--- config.mk ---
export PLATFORM = sky130hd
export DESIGN_NAME = mems_spi_arbiter_flat
export DESIGN_NICKNAME = d
export VERILOG_FILES = /design/src/rtl/mems_spi_arbiter_if.sv /design/src/rtl/mems_spi_arbiter.sv /design/src/flat_wrapper.sv
export SDC_FILE = /design/constraint.sdc
export NUM_CORES = 1
export LEC_CHECK = 0
export CAP_MARGIN = 20
export CORE_UTILIZATION = 40
export DETAILED_ROUTE_END_ITERATION = 6
export GPL_TIMING_DRIVEN = 0
export PLACE_DENSITY = 0.91
export SETUP_SLACK_MARGIN = 0.5
export SLEW_MARGIN = 5
export SYNTH_ARGS = -nofsm -noshare
export SYNTH_HDL_FRONTEND = slang
export SYNTH_SLANG_ARGS = --single-unit
--- constraint.sdc ---
create_clock -name clk -period 3.28 [get_ports clk]
set_clock_uncertainty 0.05 [all_clocks]
set_input_delay 0.328 -clock clk [delete_from_list [all_inputs] [get_ports clk]]
set_output_delay 0.328 -clock clk [all_outputs]
set_load 0.1 [all_outputs]
--- src/rtl/mems_spi_arbiter_if.sv ---
// Signal bundle between the scan/host requesters, the arbiter and the DAC SPI master.
// The master modport is the arbiter side; the slave modport is the requester/SPI-master side.
interface mems_spi_arbiter_if #(
   parameter int DATA_W = 24
);
   logic              scan_req;
   logic [DATA_W-1:0] scan_data;
   logic              scan_ack;
   logic              host_req;
   logic [DATA_W-1:0] host_data;
   logic              host_lock;
   logic              host_ack;
   logic              spi_start;
   logic [DATA_W-1:0] spi_data;
   logic              spi_busy;
   logic              grant_host;
   logic              err_timeout;

   modport master (
      input  scan_req, scan_data, host_req, host_data, host_lock, spi_busy,
      output scan_ack, host_ack, spi_start, spi_data, grant_host, err_timeout
   );

   modport slave (
      output scan_req, scan_data, host_req, host_data, host_lock, spi_busy,
      input  scan_ack, host_ack, spi_start, spi_data, grant_host, err_timeout
   );
endinterface

--- src/rtl/mems_spi_arbiter.sv ---
// Two-requester arbiter for the MEMS DAC SPI master: start pulse on the cycle after arbitration, one-cycle ack after busy falls.
// Requests are held until ack; optional per-phase watchdog is enabled with MEMS_ARB_WATCHDOG_EN.
module mems_spi_arbiter #(
   parameter int DATA_W        = 24,
   parameter int HOST_MAX_WAIT = 4,
   parameter int TIMEOUT       = 4096
) (
   input  logic               clk,
   input  logic               rst,
   mems_spi_arbiter_if.master arb_io
);
   typedef enum logic [2:0] {IDLE, START, WAIT_BUSY, WAIT_IDLE, DONE} state_t;

   localparam logic [3:0] MAX_WAIT = 4'(HOST_MAX_WAIT);

   if (HOST_MAX_WAIT < 1 || HOST_MAX_WAIT > 15 || TIMEOUT < 2) begin : g_bad_param
      $error("mems_spi_arbiter: HOST_MAX_WAIT must be 1..15 and TIMEOUT at least 2");
   end

   state_t            state_q, state_d;
   logic [DATA_W-1:0] data_q, data_d;
   logic              owner_host_q, owner_host_d;
   logic              lock_q, lock_d;
   logic [3:0]        streak_q, streak_d;
   logic              take_host, take_scan;
   logic              wd_hit;

   always_comb begin
      take_host = 1'b0;
      take_scan = 1'b0;
      if (state_q == IDLE) begin
         // A held lock starves scan even when host has nothing queued.
         if (lock_q && arb_io.host_lock) begin
            take_host = arb_io.host_req;
         end else begin
            take_host = arb_io.host_req && (!arb_io.scan_req || streak_q == MAX_WAIT);
            take_scan = arb_io.scan_req && !take_host;
         end
      end
   end

   always_comb begin
      state_d      = state_q;
      data_d       = data_q;
      owner_host_d = owner_host_q;
      lock_d       = lock_q;
      streak_d     = streak_q;
      unique case (state_q)
         IDLE: begin
            if (!arb_io.host_lock) lock_d = 1'b0;
            if (take_host) begin
               data_d       = arb_io.host_data;
               owner_host_d = 1'b1;
               streak_d     = 4'd0;
               state_d      = START;
            end else if (take_scan) begin
               data_d       = arb_io.scan_data;
               owner_host_d = 1'b0;
               if (!arb_io.host_req)          streak_d = 4'd0;
               else if (streak_q != MAX_WAIT) streak_d = streak_q + 4'd1;
               state_d      = START;
            end
         end
         START:     state_d = WAIT_BUSY;
         WAIT_BUSY: if (wd_hit) state_d = DONE; else if (arb_io.spi_busy)  state_d = WAIT_IDLE;
         WAIT_IDLE: if (wd_hit) state_d = DONE; else if (!arb_io.spi_busy) state_d = DONE;
         DONE: begin
            if (owner_host_q && arb_io.host_lock) lock_d = 1'b1;
            state_d = IDLE;
         end
         default:   state_d = IDLE;
      endcase
   end

   always_ff @(posedge clk) begin
      if (rst) begin
         state_q      <= IDLE;
         data_q       <= '0;
         owner_host_q <= 1'b0;
         lock_q       <= 1'b0;
         streak_q     <= 4'd0;
      end else begin
         state_q      <= state_d;
         data_q       <= data_d;
         owner_host_q <= owner_host_d;
         lock_q       <= lock_d;
         streak_q     <= streak_d;
      end
   end

`ifdef MEMS_ARB_WATCHDOG_EN
   localparam int WD_W = $clog2(TIMEOUT + 1);

   logic [WD_W-1:0] wd_q;
   logic            timeout_q;

   assign wd_hit = (state_q == WAIT_BUSY || state_q == WAIT_IDLE) &&
                   (wd_q == WD_W'(TIMEOUT - 1));

   always_ff @(posedge clk) begin
      if (rst || state_q != state_d) wd_q <= '0;
      else if (state_q == WAIT_BUSY || state_q == WAIT_IDLE) wd_q <= wd_q + 1'b1;
   end

   // Captured on the forcing edge so the flag lines up with the DONE-cycle ack.
   always_ff @(posedge clk) begin
      if (rst) timeout_q <= 1'b0;
      else     timeout_q <= wd_hit;
   end

   assign arb_io.err_timeout = timeout_q;
`else
   assign wd_hit             = 1'b0;
   assign arb_io.err_timeout = 1'b0;
`endif

   assign arb_io.spi_start  = (state_q == START);
   assign arb_io.spi_data   = data_q;
   assign arb_io.scan_ack   = (state_q == DONE) && !owner_host_q;
   assign arb_io.host_ack   = (state_q == DONE) &&  owner_host_q;
   assign arb_io.grant_host = (owner_host_q && state_q != IDLE) || lock_q;
endmodule

--- src/flat_wrapper.sv ---
// flat-port wrapper written by rule: the top's interface ports become plain ports
module mems_spi_arbiter_flat 
#(
   parameter int DATA_W        = 24,
   parameter int HOST_MAX_WAIT = 4,
   parameter int TIMEOUT       = 4096
)
  (clk, rst, arb_io_scan_req, arb_io_scan_data, arb_io_host_req, arb_io_host_data, arb_io_host_lock, arb_io_spi_busy, arb_io_scan_ack, arb_io_host_ack, arb_io_spi_start, arb_io_spi_data, arb_io_grant_host, arb_io_err_timeout);
  mems_spi_arbiter_if #(.DATA_W(DATA_W)) arb_io_i ();
  input  logic clk;
  input  logic rst;
  input wire logic [$bits(arb_io_i.scan_req)-1:0] arb_io_scan_req;
  input wire logic [$bits(arb_io_i.scan_data)-1:0] arb_io_scan_data;
  input wire logic [$bits(arb_io_i.host_req)-1:0] arb_io_host_req;
  input wire logic [$bits(arb_io_i.host_data)-1:0] arb_io_host_data;
  input wire logic [$bits(arb_io_i.host_lock)-1:0] arb_io_host_lock;
  input wire logic [$bits(arb_io_i.spi_busy)-1:0] arb_io_spi_busy;
  output wire logic [$bits(arb_io_i.scan_ack)-1:0] arb_io_scan_ack;
  output wire logic [$bits(arb_io_i.host_ack)-1:0] arb_io_host_ack;
  output wire logic [$bits(arb_io_i.spi_start)-1:0] arb_io_spi_start;
  output wire logic [$bits(arb_io_i.spi_data)-1:0] arb_io_spi_data;
  output wire logic [$bits(arb_io_i.grant_host)-1:0] arb_io_grant_host;
  output wire logic [$bits(arb_io_i.err_timeout)-1:0] arb_io_err_timeout;
  assign arb_io_i.scan_req = arb_io_scan_req;
  assign arb_io_i.scan_data = arb_io_scan_data;
  assign arb_io_i.host_req = arb_io_host_req;
  assign arb_io_i.host_data = arb_io_host_data;
  assign arb_io_i.host_lock = arb_io_host_lock;
  assign arb_io_i.spi_busy = arb_io_spi_busy;
  assign arb_io_scan_ack = arb_io_i.scan_ack;
  assign arb_io_host_ack = arb_io_i.host_ack;
  assign arb_io_spi_start = arb_io_i.spi_start;
  assign arb_io_spi_data = arb_io_i.spi_data;
  assign arb_io_grant_host = arb_io_i.grant_host;
  assign arb_io_err_timeout = arb_io_i.err_timeout;
  mems_spi_arbiter #(.DATA_W(DATA_W), .HOST_MAX_WAIT(HOST_MAX_WAIT), .TIMEOUT(TIMEOUT)) u_core (.clk(clk), .rst(rst), .arb_io(arb_io_i));
endmodule
# Word level (Yosys, flattened, before mapping)
# Cells that the tools add are included.
[word_totals] inputBits=54 register_bits=33 output_inout_bits=29
[op_classes] muxes=20 n_eq_ne=12 n_reduce_logical=20 add_sub_neg=1
[op_table] operator="24-bit two-way mux" count=2
[op_table] operator="4-bit two-way mux" count=4
[op_table] operator="3-bit two-way mux" count=4
[op_table] operator="3-bit case mux with 4 select lines" count=1
[op_table] operator="3-bit AND reduction" count=3
[op_table] operator="1-bit two-way mux" count=8
[op_table] operator="1-bit logical AND" count=7
[op_table] operator="3-bit by 2-bit equality test with 1-bit output, second input constant" count=2
[op_table] operator="2-bit != test, second input constant" count=3
[op_table] operator="3-bit by 1-bit != test with 1-bit output, second input constant" count=2
[op_table] operator="4-bit by 1-bit adder with 4-bit output, second input constant" count=1
[op_table] operator="4-bit by 3-bit equality test with 1-bit output, second input constant" count=1
[op_table] operator="4-bit by 3-bit != test with 1-bit output, second input constant" count=1
[op_table] operator="2-bit nonzero test" count=2
[op_table] operator="3-bit by 1-bit equality test with 1-bit output, second input constant" count=1
[op_table] operator="3-bit equality test, second input constant" count=1
[op_table] operator="1-bit zero test" count=3
[op_table] operator="3-bit zero test" count=1
[op_table] operator="3-bit nonzero test" count=1
[op_table] operator="1-bit logical OR" count=2
[op_table] operator="2-bit by 1-bit != test with 1-bit output, second input constant" count=1
[op_table] operator="1-bit case mux with 2 select lines" count=1
[op_table] operator="2-bit AND reduction" count=1

# Logic depth before layout (Yosys ltp)
[logic_depth] word_depth=10 ltp_mapped=7

# Least setup slack after synthesis
# OpenSTA, ideal clock, no wires.
[synth_path] kind="reg2out" from="reg u_core.state_q[2]" to="out arb_io_spi_start" slack_ns=0.291 t_arrival_ns=2.611 required_time_ns=2.902 stages_incl_launch_ff=3 cell_sequence="dfxtp_1 > buf_6 > nor3b_1"
[synth_between] elab_chain_cells=1
[synth_rtl] item="start: declaration" line="mems_spi_arbiter.sv:20" text="state_t state_q, state_d;"
[synth_rtl] item="start signal: assignment" line="mems_spi_arbiter.sv:83" text="state_q <= state_d;"
[synth_rtl] item="3-bit by 1-bit equality test with 1-bit output" line="mems_spi_arbiter.sv:117" text="assign arb_io.spi_start = (state_q == START);"
[synth_rtl] item="end: declaration" line="flat_wrapper.sv:20" text="output wire logic [$bits(arb_io_i.spi_start)-1:0] arb_io_spi_start;"
# Every way passes these cells.

# Worst setup path after layout
[layout_path] from="reg u_core.state_q[1]" to="out arb_io_grant_host"
[layout_between] elab_chain_cells=3
[layout_rtl] item="3-bit nonzero test" line="mems_spi_arbiter.sv:121" text="assign arb_io.grant_host = (owner_host_q && state_q != IDLE) || lock_q;"
[layout_rtl] item="1-bit logical AND" line="mems_spi_arbiter.sv:121"
[layout_rtl] item="1-bit logical OR" line="mems_spi_arbiter.sv:121"
[layout_rtl] item="end: declaration" line="flat_wrapper.sv:22" text="output wire logic [$bits(arb_io_i.grant_host)-1:0] arb_io_grant_host;"
# Every way passes these cells.

==> summary.txt <==
STA
  • Worst slew margin: 0.337
  • Hold slack: 311 ps
  • Min Tclk post-route: 2610 ps
  • Setup TNS Final: 0 ps
  • Fin. max-slew vios: 0
  • Slew @ Worst Pin: about 1000 ps
  • Final Hold Fails: 0
  • RSZ-0062 raised after global routing: no
  • Period Utilization, post-route: 0.797
  • Final setup violation count: 0
  • Max Freq: around 380 MHz

Yosys
  • Number of synthesized flops with an enable pin: 0
  • Synth unique cells: 34
  • Register area share after synthesis: 0.402
  • Syn Area/Cell: approximately 8.5 µm²
  • Yosys top cell area share: 0.402
  • Area leader, netlist: dfxtp_1
  • Ys async rst share: 0
  • Primary FF master, synth: dfxtp_1
  • Syn Inst Count: a little under 200
  • Flop and latch count out of synthesis: 33
  • Area contributors post-synth: dfxtp_1 40%, a211oi_2 14%, a21oi_1 8.5%
  • Mapped Area: about 1600 µm²
  • Most common cell in the synthesized netlist: dfxtp_1
  • Top cells by count, synth: 33 x dfxtp_1, 30 x nand2_1, 29 x nor2_1
  • Yosys warns: 0
  • Post-Syn Nets: 250

Route
  • DRT Pass-1 Iters: 4
  • Vias per cell: about 5.3
  • WL/cell: about 15 µm
  • Final routed DRC violation total: 0
  • Post-DRT Antenna Nets: 0
  • Vias: ~1700
  • Initial DRC Count: between 100 and 150
  • Final wirelength: 4770 µm

Floorplanning
  • Cell row count: 22
  • Initial Utilization: 0.432
  • Die area: about 4400 µm²
  • Core area: 3800 µm²
  • Die X: 66.1 µm
  • Die height: ~66 µm
  • Io pins: just over 80

Worst setup path
  • Startpoint Class: flip-flop
  • CP max stage delay: 960 ps
  • Worst reg2reg path depth: 6
  • Arrival @ worst endpoint: roughly 2200 ps
  • Worst R2R Start: u_core.state_q[1]
  • CP Max Fanout: 7
  • Worst path required time: around 2900 ps
  • R2R Path End: u_core.streak_q[3]
  • Slowest-stage cell, CP: clkdlybuf4s50_1
  • Bufs and invs on worst path: 1
  • Crit path max-delay family: buffers and inverters
  • Crit path capture type: output port
  • Worst-path cell chain: or3_1 > a21o_1 > clkdlybuf4s50_1
  • R2R setup slack: approximately 1400 ps
  • Critical path type: reg -> out

Placement
  • Placed Area: roughly 2500 µm²
  • RePlAce Congestion: between 0.7 and 0.8
  • Port buffer count: 79
  • DP Wirelength: roughly 3500 µm

Min path
  • Hold EP: u_core.streak_q[1]
  • Worst hold path depth: 3
  • Worst hold start: arb_io_host_req
  • Worst hold path type: in -> reg

GRT
  • Vias in the first global route: approximately 1700
  • Grt ovf: 0
  • Initial antenna violation count: 0
  • First-pass GRT wire length: 7670 µm
  • Gr usage total: 0.236
  • Pin count of the biggest net entering global routing: 11

Clocking
  • CTS buffer count: 5
  • CTS tree: done
  • Postcts setup bufs: 0
  • H-tree depth: 2
  • Root Buffer: clkbuf_8
  • Number of gates resized after cts: 0
  • CTS Sinks: 33
  • Clk Latency, worst-skew pair: 280 ps
  • CTS Buffer Depth: 2
  • Hold_buf cts: 0
  • Clock transition at path regs: 60 ps

Pwr
  • Tot Pwr: between 1.5 and 2 mW
  • Clock power share: 0.202
  • Worst VDD drop: around 0.38 mV
  • Static leakage: approximately 1.0 nW
  • Gate power share: 0.484
  • PwrDens: 596 nW/µm²
  • Reg power frac: 0.314
  • Cell-internal power: roughly 0.84 mW
  • Sw Pwr: 0.700 mW
  • Net Sw Frac: 0.455

Layout
  • Area Overhead vs Synth: 57.4%
  • Final nets: around 340
  • Final instance area: around 2600 µm²
  • Share of layout cells above drive strength 1: 0.146
  • # diodes: 0

Job
  • Max Cap Violations: 0

Run status
  • Status: completed
[kinds of logic after synthesis]
| kind of cell | share of synthesized area |
|---|---|
| other | 0.00228 |
| flip-flops | 0.402 |
| AND/OR/NAND/NOR | 0.197 |
| buffers and inverters | 0.0648 |
| adder cells (fa/ha/maj) | 0.0152 |
| AO/OA/AOI/OAI | 0.318 |
[worst max path at each step]
stage | from | cells past startpoint | slack (ps) | endpoint
2_1_floorplan | u_core.state_q[1] | 3 | 1070 | arb_io_scan_ack
3_3_place_gp | u_core.state_q[2] | 4 | 990 | arb_io_grant_host
3_5_place_dp | arb_io_scan_req | 6 | 960 | u_core.arb_io.spi_data[13]
4_1_cts | u_core.state_q[2] | 4 | 660 | arb_io_grant_host
5_1_grt | u_core.state_q[1] | 3 | 570 | arb_io_host_ack
6_report | u_core.state_q[1] | 3 | 670 | arb_io_grant_host
[layout make-up]
class,instances,area (µm²)
plain buffers,16,98.8
clock buffers,7,86.3
fillers,327,1210
inverters,2,7.51
multi-input cells,143,880
flip-flops and latches,33,661
well taps,48,60.1
repair buffers,79,791
[placed cells by master, fill, tap and decap left out, types with 2 or more instances in the layout]
cell	instances
buf_4	2
clkbuf_8	6
ha_1	2
clkbuf_1	5
nand2_1	30
nand4_1	2
buf_6	3
a21o_1	2
clkdlybuf4s50_1	79
a211oi_1	7
a211oi_2	19
a21oi_1	28
nor2_1	29
inv_1	2
buf_2	7
o21ai_0	2
nor4_1	2
dfxtp_1	33
a31oi_1	2
[tightest hold or removal path, cell delays in order]
cell	delay, ps
buf_4	140
nand4_1	70
a21oi_1	50
[power groups by stage]
stage | Combinational, mW | Sequential, mW | Clock (mW)
finish | 0.745 | 0.483 | 0.311
global route | 0.782 | 0.489 | 0.335
CTS | 0.748 | 0.483 | 0.314
detailed placement | 0.746 | 0.491 | 0
global placement | 0.735 | 0.489 | 0
floorplan | 0.226 | 0.810 | 0
[state kept, by name (all words and copies together), names as in the netlist]
signal,flops
u_core.state_q,3
u_core.lock_q,1
u_core.arb_io.spi_data,24
u_core.streak_q,4
u_core.owner_host_q,1
[metrics by stage]
step / setup slack (ps) / instances / utilization
after global routing: 569 / 328 / 0.680
after global placement: 989 / 321 / 0.657
final: 665 / 328 / 0.680
after detailed placement: 965 / 321 / 0.657
after CTS: 665 / 328 / 0.680
after floorplan: 1070 / 194 / -
[routing by layer]
layer  wire [µm]  global-route usage  share of wire  vias to the layer above
met5           0                   0              0                        -
met2        2420               0.416           0.51                       56
met3         279              0.0741          0.059                        8
met4          84               0.104          0.018                        0
met1        1990               0.257           0.42                      814
li1            -                   -              -                      851
Power figures use the tool's default switching activity.
